--- config.mk ---
export PLATFORM = sky130hd
export DESIGN_NAME = aq_reduce_axis_out
export DESIGN_NICKNAME = d
export VERILOG_FILES = /design/src/rtl/aq_reduce_axis_out_pkg.sv /design/src/rtl/aq_sync_fifo.sv /design/src/rtl/aq_reduce_axis_out.sv
export SDC_FILE = /design/constraint.sdc
export NUM_CORES = 1
export LEC_CHECK = 0
export BUFFER_PORTS_ARGS = -buffer_cell sky130_fd_sc_hd__buf_2
export CORE_ASPECT_RATIO = 1.1
export CORE_MARGIN = 3
export CORE_UTILIZATION = 60
export CTS_BUF_LIST = sky130_fd_sc_hd__clkbuf_8
export DETAILED_ROUTE_END_ITERATION = 10
export PLACE_DENSITY = 0.85
export SETUP_SLACK_MARGIN = 0.02
export SYNTH_ARGS = -nofsm -noshare
export SYNTH_HDL_FRONTEND = slang
export SYNTH_SLANG_ARGS = --single-unit
--- constraint.sdc ---
create_clock -name CLK -period 5.6 [get_ports CLK]
set_input_delay 0.28 -clock CLK [delete_from_list [all_inputs] [get_ports CLK]]
set_output_delay 0.28 -clock CLK [all_outputs]
set_load 0.005 [all_outputs]
--- src/rtl/aq_reduce_axis_out_pkg.sv ---
// Shared definitions for the reducer AXI4-Stream output stage: FIFO word layout and ARGB packing.
package aq_reduce_axis_out_pkg;

   localparam int unsigned ARGB_W    = 32;
   localparam int unsigned TLAST_BIT = 32;
   localparam int unsigned TUSER_BIT = 33;
   localparam int unsigned FIFO_DW   = 34;

   function automatic logic [ARGB_W-1:0] pack_argb(input logic [7:0] a, input logic [7:0] r,
                                                   input logic [7:0] g, input logic [7:0] b);
      return {a, r, g, b};
   endfunction

endpackage

--- src/rtl/aq_sync_fifo.sv ---
// First-word-fall-through synchronous FIFO with occupancy output; writes when full and reads
// when empty are ignored.
module aq_sync_fifo #(
   parameter int unsigned DW = 34,
   parameter int unsigned AW = 4
) (
   input  logic          CLK,
   input  logic          RST,
   input  logic          WR_EN,
   input  logic [DW-1:0] WR_DATA,
   input  logic          RD_EN,
   output logic [DW-1:0] RD_DATA,
   output logic          FULL,
   output logic          EMPTY,
   output logic [AW:0]   LEVEL
);

   localparam int unsigned DEPTH = 2 ** AW;

   logic [DW-1:0] mem_q [DEPTH];
   logic [AW-1:0] wr_ptr_q, rd_ptr_q;
   logic [AW:0]   level_q, level_d;
   logic          do_wr, do_rd;

   always_comb begin
      FULL    = (level_q == (AW+1)'(DEPTH));
      EMPTY   = (level_q == '0);
      do_wr   = WR_EN & ~FULL;
      do_rd   = RD_EN & ~EMPTY;
      level_d = level_q;
      unique case ({do_wr, do_rd})
         2'b10:   level_d = level_q + 1'b1;
         2'b01:   level_d = level_q - 1'b1;
         default: level_d = level_q;
      endcase
   end

   always_ff @(posedge CLK) begin
      if (RST) begin
         wr_ptr_q <= '0;
         rd_ptr_q <= '0;
         level_q  <= '0;
      end else begin
         if (do_wr) wr_ptr_q <= wr_ptr_q + 1'b1;
         if (do_rd) rd_ptr_q <= rd_ptr_q + 1'b1;
         level_q <= level_d;
      end
   end

   // Storage needs no reset; EMPTY gates everything read from it.
   always_ff @(posedge CLK) begin
      if (do_wr) mem_q[wr_ptr_q] <= WR_DATA;
   end

   assign RD_DATA = mem_q[rd_ptr_q];
   assign LEVEL   = level_q;

endmodule

--- src/rtl/aq_reduce_axis_out.sv ---
// Converts the reducer's strobed ARGB stream into an AXI4-Stream video master, buffering beats
// in a FIFO and flagging overflow and line-length errors.
module aq_reduce_axis_out
   import aq_reduce_axis_out_pkg::*;
#(
   parameter int unsigned FIFO_AW = 4,
   parameter int unsigned XW      = 11
) (
   input  logic             CLK,
   input  logic             RST,
   input  logic [XW-1:0]    CNV_X,
   input  logic             DIN_OE,
   input  logic             DIN_START_X,
   input  logic             DIN_START_Y,
   input  logic [7:0]       DIN_A,
   input  logic [7:0]       DIN_R,
   input  logic [7:0]       DIN_G,
   input  logic [7:0]       DIN_B,
   output logic [31:0]      M_AXIS_TDATA,
   output logic             M_AXIS_TVALID,
   input  logic             M_AXIS_TREADY,
   output logic             M_AXIS_TUSER,
   output logic             M_AXIS_TLAST,
   input  logic             CLEAR,
   output logic             OVERFLOW,
   output logic             LINE_ERR,
   output logic [FIFO_AW:0] LEVEL
);

   logic [XW-1:0]      x_cnt_q, x_cnt_d, x_cur;
   logic               first_q, first_d;
   logic               overflow_q, overflow_d;
   logic               line_err_q, line_err_d;
   logic               tag_user, tag_last, line_bad;
   logic               push, pop, fifo_full, fifo_empty;
   logic [FIFO_DW-1:0] wr_word, rd_word;

   always_comb begin
      x_cur    = DIN_START_X ? '0 : x_cnt_q;
      tag_user = DIN_START_X & DIN_START_Y;
      tag_last = (CNV_X <= XW'(1)) || (x_cur == CNV_X - XW'(1));
      // The first pixel after reset has no preceding line to judge.
      line_bad = (DIN_START_X && !first_q && (x_cnt_q != CNV_X)) ||
                 ((CNV_X > XW'(1)) && (x_cur >= CNV_X));
      wr_word  = {tag_user, tag_last, pack_argb(DIN_A, DIN_R, DIN_G, DIN_B)};
      push     = DIN_OE & ~fifo_full;
      pop      = M_AXIS_TVALID & M_AXIS_TREADY;

      x_cnt_d    = x_cnt_q;
      first_d    = first_q;
      overflow_d = overflow_q;
      line_err_d = line_err_q;
      if (DIN_OE) begin
         // Counter advances even on a dropped pixel so later tags stay aligned.
         x_cnt_d = (&x_cur) ? x_cur : x_cur + 1'b1;
         first_d = 1'b0;
      end
      if (CLEAR) begin
         overflow_d = 1'b0;
         line_err_d = 1'b0;
      end
      if (DIN_OE && fifo_full) overflow_d = 1'b1;
      if (DIN_OE && line_bad)  line_err_d = 1'b1;
   end

   always_ff @(posedge CLK) begin
      if (RST) begin
         x_cnt_q    <= '0;
         first_q    <= 1'b1;
         overflow_q <= 1'b0;
         line_err_q <= 1'b0;
      end else begin
         x_cnt_q    <= x_cnt_d;
         first_q    <= first_d;
         overflow_q <= overflow_d;
         line_err_q <= line_err_d;
      end
   end

   aq_sync_fifo #(
      .DW (FIFO_DW),
      .AW (FIFO_AW)
   ) u_fifo (
      .CLK     (CLK),
      .RST     (RST),
      .WR_EN   (push),
      .WR_DATA (wr_word),
      .RD_EN   (pop),
      .RD_DATA (rd_word),
      .FULL    (fifo_full),
      .EMPTY   (fifo_empty),
      .LEVEL   (LEVEL)
   );

   always_comb begin
      M_AXIS_TVALID = ~fifo_empty;
      M_AXIS_TDATA  = fifo_empty ? '0 : rd_word[ARGB_W-1:0];
      M_AXIS_TUSER  = ~fifo_empty & rd_word[TUSER_BIT];
      M_AXIS_TLAST  = ~fifo_empty & rd_word[TLAST_BIT];
   end

   assign OVERFLOW = overflow_q;
   assign LINE_ERR = line_err_q;

endmodule
# Word level (Yosys, flattened, before mapping)
# Memories as Yosys holds them, arrays and structs flattened. A register that Yosys moved wholly into a read port is not among the register bits.
# Index checks and enable logic that the tools add are counted.
[totals]
register_bits = 27
mem_bits_rw = 544
input_bits = 50
out_inout_bits = 42
wordCells = 55
mem_count = 1
[classes]
add_sub_neg = 6
order_cmp = 3
n_eq_ne = 5
muxes = 11
bitwise_logic = 9
reduce_logical = 13
[mem_list]
columns = ["name", "words", "word_bits", "rd", "rd_ports_with_merged_regs", "write_ports", "line_no", "source"]
rows = [
  ["u_fifo.mem_q", 16, 34, 1, 1, 1, "aq_sync_fifo.sv:20", "logic [DW-1:0] mem_q [DEPTH];"],
]
[ops]
columns = ["op", "n"]
rows = [
  ["$mux W32", 1],
  ["$mux W11", 2],
  ["$add A11 B1 Y11 const B", 1],
  ["$eq A11 B11 Y1", 1],
  ["$ge A11 B11 Y1", 1],
  ["$gt A11 B1 Y1 const B", 1],
  ["$le A11 B1 Y1 const B", 1],
  ["$ne A11 B11 Y1", 1],
  ["$reduce_and A11 Y1", 1],
  ["$sub A11 B1 Y11 const B", 1],
  ["$pmux W5 S2", 1],
  ["$add A4 B1 Y4 const B", 2],
  ["$mux W4", 2],
  ["$and A1 B1 Y1", 7],
  ["$reduce_bool A2 Y1", 3],
  ["$add A5 B1 Y5 const B", 1],
  ["$eq A5 B5 Y1 const B", 1],
  ["$logic_and A1 B1 Y1", 5],
  ["$logic_not A5 Y1", 1],
  ["$mux W1", 5],
  ["$sub A5 B1 Y5 const B", 1],
  ["$eq A2 B1 Y1 const B", 1],
  ["$eq A2 B2 Y1 const B", 1],
  ["$logic_or A1 B1 Y1", 2],
  ["other kinds (2)", 3],
]

# Depth between registers and ports, before layout
# Gate-level depths: netlist (run 1).
[logic_depth]
depth_word = 6
depth_mapped = 12
ltp_nobuf = 11

# Modules after synthesis
# A second synthesis (run 1) with hierarchy kept.
[hier_totals]
cells_unflattened = 1122
area_unflattened_um2 = 23161.0
[modules_own_cells]
columns = ["module", "n_inst", "cells_per_inst", "area_each_um2", "seq_area_each_um2"]
rows = [
  ["aq_sync_fifo", 1, 871, 21343.0, 16676.0],
  ["aq_reduce_axis_out", 1, 251, 1818.0, 280.3],
]

# Least setup slack after synthesis (run 1)
# OpenSTA, ideal clock, no wires.
[synth_timing]
path_kind = "register to register"
startpoint = "reg u_fifo.level_q[0] (netlist: u_fifo.LEVEL[0])"
endpoint = "mem u_fifo.mem_q[3][0] (enable)"
setup_ns = 0.468
arrival_ns = 3.536
required_time_ns = 5.132
slack_ns = 1.596
path_stages_with_launch = 5
n_path_buf = 0
synth_period_minus_slack_ns = 4.004
cell_sequence = "dfxtp_1 -> nor4_1 -> a21oi_1 -> nand2_1 -> nor3_1"
[synth_via]
elab_chain_cells = 6
[synth_rtl]
columns = ["element", "line_no", "source"]
rows = [
  ["start: declaration", "aq_sync_fifo.sv:22", "logic [AW:0] level_q, level_d;"],
  ["start signal: assignment", "aq_sync_fifo.sv:46", "level_q <= level_d;"],
  ["$eq A5 B5 Y1 (*)", "aq_sync_fifo.sv:26", "FULL = (level_q == (AW+1)'(DEPTH));"],
  ["$not A1 Y1 (*)", "aq_sync_fifo.sv:28, aq_reduce_axis_out.sv:46", ""],
  ["$and A1 B1 Y1", "aq_reduce_axis_out.sv:46", "push = DIN_OE & ~fifo_full;"],
  ["$and A1 B1 Y1 (*)", "aq_sync_fifo.sv:28", "do_wr = WR_EN & ~FULL;"],
  ["$mux W1 (*)", "aq_sync_fifo.sv:52", "if (do_wr) mem_q[wr_ptr_q] <= WR_DATA;"],
  ["$mux W1 (not written as such) (*)", "aq_sync_fifo.sv:52", ""],
  ["end: declaration", "aq_sync_fifo.sv:20", ""],
]
# Mark *: on every way between the ends. The rest lies on a longest branch, timed or not.

==> results of run 1 <==
-- state kept, by name, indices dropped and copies added, names as in the netlist, named ones only --
| name | cells |
|---|---|
| LINE_ERR | 1 |
| OVERFLOW | 1 |
| first_q | 1 |
| u_fifo.LEVEL | 5 |
| u_fifo.mem_q | 544 |
| u_fifo.rd_ptr_q | 4 |
| u_fifo.wr_ptr_q | 4 |
| x_cnt_q | 11 |
-- synthesized netlist by cell type (all sizes together), types with 11 or more instances --
master	count	area (sq um)
mux4	170	3830
clkbuf	26	97.6
ha	22	275
xnor2	26	228
dfxtp	31	621
a21oi	15	75.1
and2	36	225
o21ai	13	65.1
nand2	20	75.1
buf	31	193
nor2b	11	68.8
edfxtp	544	16300
nor2	39	154
inv	25	93.8
-- final cells by class --
| type | instances | area [sq um] |
|---|---|---|
| clock buffers | 88 | 1210 |
| repair buffers | 133 | 843 |
| well taps | 494 | 618 |
| multi-input cells | 447 | 5860 |
| inverters | 25 | 93.8 |
| fillers | 2266 | 11700 |
| diodes | 1 | 2.50 |
| flip-flops and latches | 575 | 17000 |
| clock inverters | 67 | 344 |
-- kinds of logic after synthesis --
kind of cell | Yosys count | synth area share (%)
buffers and inverters | 82 | 1.66
and+or+nand+nor | 157 | 3.80
DFF | 575 | 73.4
adders and majority gates | 23 | 1.28
AOI/OAI and AO/OA | 60 | 1.73
xor gates and xnor gates | 32 | 1.27
muxes | 175 | 16.8
-- power by group --
part	total, mW	switching, mW	internal (mW)
clock network	3.10	1.54	1.56
registers	5.03	0.187	4.84
logic	2.10	0.968	1.13
total	10.2	2.70	7.53
-- layer usage --
metal	vias up	routed length, microns	part of all wire, %
met5	-	0	0
met4	0	1140	2.3
met3	94	4260	8.5
met2	599	26000	52
met1	6084	18800	37
li1	4913	-	-
-- worst paths after layout --
check / endpoint / slack [ns] / cells past startpoint / start
worst max-delay path: M_AXIS_TDATA[31] / 1.79 / 5 / flip-flop
worst min register to register: first_q / 0.47 / 1 / first_q
worst max register to register: u_fifo.LEVEL[4] / 2.21 / 11 / u_fifo.LEVEL[0]
worst min-delay path: u_fifo.mem_q[3][11] / 0.03 / 1 / DIN_G[3]
-- critical path, cell delays in order (launching register included) --
cell     delay [ns]
dfxtp_4        0.97
buf_4          0.59
mux4_2         0.41
mux4_2         0.48
and2_1         0.20
buf_2          0.13
-- per-stage QoR --
| step | total power, mW | area (sq um) |
|---|---|---|
| 2_1_floorplan | 6.54 | 23100 |
| 4_1_cts | 10.3 | 25900 |
| 6_report | 10.2 | 25900 |
| 5_1_grt | 10.7 | 25900 |
| 3_5_place_dp | 7.24 | 24200 |
| 3_3_place_gp | 7.19 | 24200 |
==> impl_metrics.csv, run 1 <==
group,metric,value,unit
clocking,htreeDepth,3,
logic_synthesis,synth-warning-count,0,
worst_hold_path,hold_class,"in2reg",
clocking,post_cts_buffers,0,
logic_synthesis,synth_edf_count,544,
logic_synthesis,yosys_most_used_dff,"edfxtp_1",
floorplan,chipWidth,193,microns
clocking,cts.path.max_buffers,3,
timing,fmax,0.262,GHz
job,cap_viol_max_count,0,
layout,fin_util,69.0,%
route,first_pass_iters,5,
outcome,outcome,"finished clean",
route,drc,0,
route,num_vias,11700,
logic_synthesis,synth_fp_nets,1177,
clocking,clock_latency,0.62,ns
setup_path,cp-start-kind,"flip-flop",
global_routing,grtUsageTotal,25.4,%
logic_synthesis,async_reset_ff_share,0,%
floorplan,die-area,40900,sq um
floorplan,rows,74,
global_routing,antenna_found_initial,0,
pwr,ir_drop,296,uV
layout,area_growth,12.3,%
timing,setup_ws,1.79,ns
global_routing,grt_pass1_wl,75400,microns
timing,setup_violations,0,
pwr,p_per_area,394,nW/um^2
floorplan,io_pins,92,
floorplan,core_area,37600,sq um
logic_synthesis,yosysSeqAreaShare,73.4,%
place,place_congestion,0.851,
global_routing,overflow,0,
clocking,cts_buffers,85,
layout,nets,1340,
global_routing,top_usage_layer,"met2",
route,wire_per_inst,27.4,microns
route,vias_per_cell,6.39,
logic_synthesis,synth.distinct_cells,57,
timing,finalClockSkew,0.0195,ns
clocking,cts_resized,0,
global_routing,grt_max_degree,68,
timing,report.final.slew_viol_count,0,
clocking,root_buffer,"clkbuf_8",
layout,final_cells,1830,
clocking,ctsHoldBuffers,19,
logic_synthesis,synth_seq_cells,575,
global_routing,met1_usage,34.4,%
global_routing,grt_pass1_vias,12100,
logic_synthesis,netlist_area,23100,sq um
layout,final_cell_mix,"edfxtp_1, mux4_2, buf_2",
global_routing,grtUsageMet3,6.01,%
logic_synthesis,syn_area_per_cell,20.9,sq um
setup_path,cp.arrival,3.53,ns
place,place_ws,2.22,ns
timing,hold_viol,0,
setup_path,crit_required,5.32,ns
route,drtAntennaViolNets,0,
timing,tightest_slew,1.08,ns
timing,relSlewSlack,27.9,%
timing,finalCritPeriodShare,68.0,%
floorplan,die_h,212,microns
clocking,path_clk_slew,0.07,ns
floorplan,start_util,61.4,%
pwr,p_leak,8.29,nW
place,hpwl,27500,microns
timing,rsz0062_at_grt,"false",
timing,whs,0.0340,ns
setup_path,path_class,"reg2out",
global_routing,grt_use_met2,42.0,%
place,io_buffers,91,
timing,fin_crit,3.81,ns
route,wirelength,50100,microns
timing,setup_tns,0,ns
clocking,clock_sinks,575,
setup_path,cp-end-kind,"primary output",
route,dr.first_iter.drc_count,1154,
setup_path,critical_path.max_fanout,67,
clocking,cts_tree,"done",
layout,drive_gt1_share,31.6,%
logic_synthesis,syn_inst,1104,
place,dp.cells,1655,
layout,final_common_cell,"edfxtp_1",
No activity file was read; power rests on OpenSTA's default activity.
==> run 2: changes to the inputs <==
--- a/config.mk
+++ b/config.mk
@@ -8,10 +8,10 @@
 export BUFFER_PORTS_ARGS = -buffer_cell sky130_fd_sc_hd__buf_2
 export CORE_ASPECT_RATIO = 1.1
 export CORE_MARGIN = 3
-export CORE_UTILIZATION = 60
+export CORE_UTILIZATION = 58
 export CTS_BUF_LIST = sky130_fd_sc_hd__clkbuf_8
 export DETAILED_ROUTE_END_ITERATION = 10
-export PLACE_DENSITY = 0.85
+export PLACE_DENSITY = 0.86
 export SETUP_SLACK_MARGIN = 0.02
 export SYNTH_ARGS = -nofsm -noshare
 export SYNTH_HDL_FRONTEND = slang
==> constraint.sdc (replaced) <==
create_clock -name CLK -period 3.4 [get_ports CLK]
set_input_delay 0.17 -clock CLK [delete_from_list [all_inputs] [get_ports CLK]]
set_output_delay 0.17 -clock CLK [all_outputs]
set_load 0.005 [all_outputs]
==> impl_metrics.csv, run 2 (synthesis gave the netlist of run 1 again) <==
group,metric,value,unit
layout,final_cells,1880,
layout,largest_reg_flops,544,
clocking,cts_buffers,85,
setup_path,cp-start-kind,"flip-flop",
clocking,clock_sinks,575,
floorplan,io_pins,92,
layout,largest_register,"u_fifo.mem_q",
setup_path,worst-path-buf-inv,2,
layout,multiInputGateArea,5870,sq um
clocking,htreeDepth,3,
global_routing,grt_pass1_wl,77000,microns
pwr,ir_drop,469,uV
place,hpwl,29200,microns
route,first_pass_iters,5,
layout,area_growth,15.4,%
timing,relSlewSlack,33.6,%
pwr,p_per_area,656,nW/um^2
setup_path,max_stage_delay,0.65,ns
setup_path,cpLargestDelayFamily,"multiplexers",
timing,fmax,0.312,GHz
clocking,cts.path.max_buffers,3,
setup_path,critical_path.max_fanout,14,
layout,final_common_cell,"edfxtp_1",
global_routing,overflow,0,
clocking,cts_tree,"done",
timing,fin_crit,3.21,ns
route,dr.first_iter.drc_count,1165,
worst_hold_path,hold_class,"in2reg",
timing,report.final.slew_viol_count,0,
layout,area.sequential,17000,sq um
route,drtAntennaViolNets,0,
floorplan,rows,76,
route,num_vias,11900,
floorplan,die_h,215,microns
route,drc,0,
place,place_congestion,0.876,
layout,drive_gt1_share,32.3,%
setup_path,cp-end-kind,"primary output",
setup_path,cp.arrival,3.04,ns
place,io_buffers,91,
setup_path,path_class,"reg2out",
timing,finalCritPeriodShare,94.3,%
floorplan,start_util,58.8,%
global_routing,grtUsageTotal,24.7,%
timing,rsz0062_at_grt,"false",
layout,fin_util,67.8,%
route,wirelength,50600,microns
clocking,cts_resized,0,
layout,final_cell_mix,"edfxtp_1, mux4_2, buf_2",
route,wire_per_inst,26.9,microns
global_routing,grt_pass1_vias,12500,
clocking,path_clk_slew,0.06,ns
floorplan,chipWidth,196,microns
floorplan,core_area,39300,sq um
pwr,p_leak,8.59,nW
layout,diodes,0,
setup_path,path_cells,"buf_4 -> mux4_2 -> mux4_2 -> and2_1 -> buf_2",
place,dp.cells,1686,
clocking,clock_latency,0.66,ns
setup_path,crit_path_frequent_cell,"mux4_2",
clocking,root_buffer,"clkbuf_8",
global_routing,antenna_found_initial,0,
setup_path,cp_slowest_cell,"dfxtp_4",
outcome,outcome,"finished clean",
global_routing,grt_max_degree,69,
timing,setup_violations,0,
floorplan,die-area,42200,sq um
route,vias_per_cell,6.33,
timing,finalClockSkew,0.0308,ns
timing,tightest_slew,0.996,ns
layout,nets,1376,
layout,fillers,2280,
setup_path,crit_required,3.23,ns
job,cap_viol_max_count,0,
timing,hold_viol,0,
==> run 2: power by group <==
| group | leakage [nW] | internal [mW] | switching (mW) |
|---|---|---|---|
| registers | 5.17 | 7.97 | 0.167 |
| logic | 2.49 | 2.07 | 1.88 |
| clock network | 0.934 | 2.84 | 2.56 |
| total | 8.59 | 12.9 | 4.60 |
==> run 2: area by class of cell <==
type	instances	share of cell area, %
Clock inverter	71	1.79
Multi-Input combinational cell	447	22.0
Tap cell	507	2.38
Clock buffer	86	4.44
Inverter	25	0.352
Sequential cell	575	63.7
Timing Repair Buffer	169	5.31
==> run 2: path summary, 6_finish.rpt <==
check,endpoint,slack [ns],start,depth (start not counted)
worst max-delay path,M_AXIS_TUSER,0.19,flip-flop,5
worst min-delay path,x_cnt_q[10],0.05,DIN_START_X,2
worst max register to register,u_fifo.LEVEL[4],0.31,u_fifo.LEVEL[0],11
worst min register to register,first_q,0.45,first_q,1
==> run 2: timing repair <==
action | CTS | global route
endpoints found under the hold margin | 538 | 0
endpoints found under the setup margin | 2 | 0
setup buffers | 1 | 0
hold buffers | 36 | 0
==> run 2: per-stage QoR <==
stage	worst slack (ns)	total power, mW	hold slack, ns	cell area (sq um)	setup TNS (ns)
floorplan	-0.560	10.8	0.269	23100	-38.08
global placement	0.547	12.0	0.426	24600	0
detailed placement	0.339	12.2	0.433	24600	0
CTS	0.150	17.6	0.00586	26600	0
global route	0.103	18.2	0.0737	26600	0
finish	0.194	17.5	0.0498	26600	0
==> run 2: layer usage <==
| layer | share of wire [%] | GRT usage (%) |
|---|---|---|
| met4 | 2.8 | 9.08 |
| met3 | 7.8 | 4.45 |
| met5 | 0 | 0 |
| met1 | 37 | 32.5 |
| met2 | 53 | 41.8 |
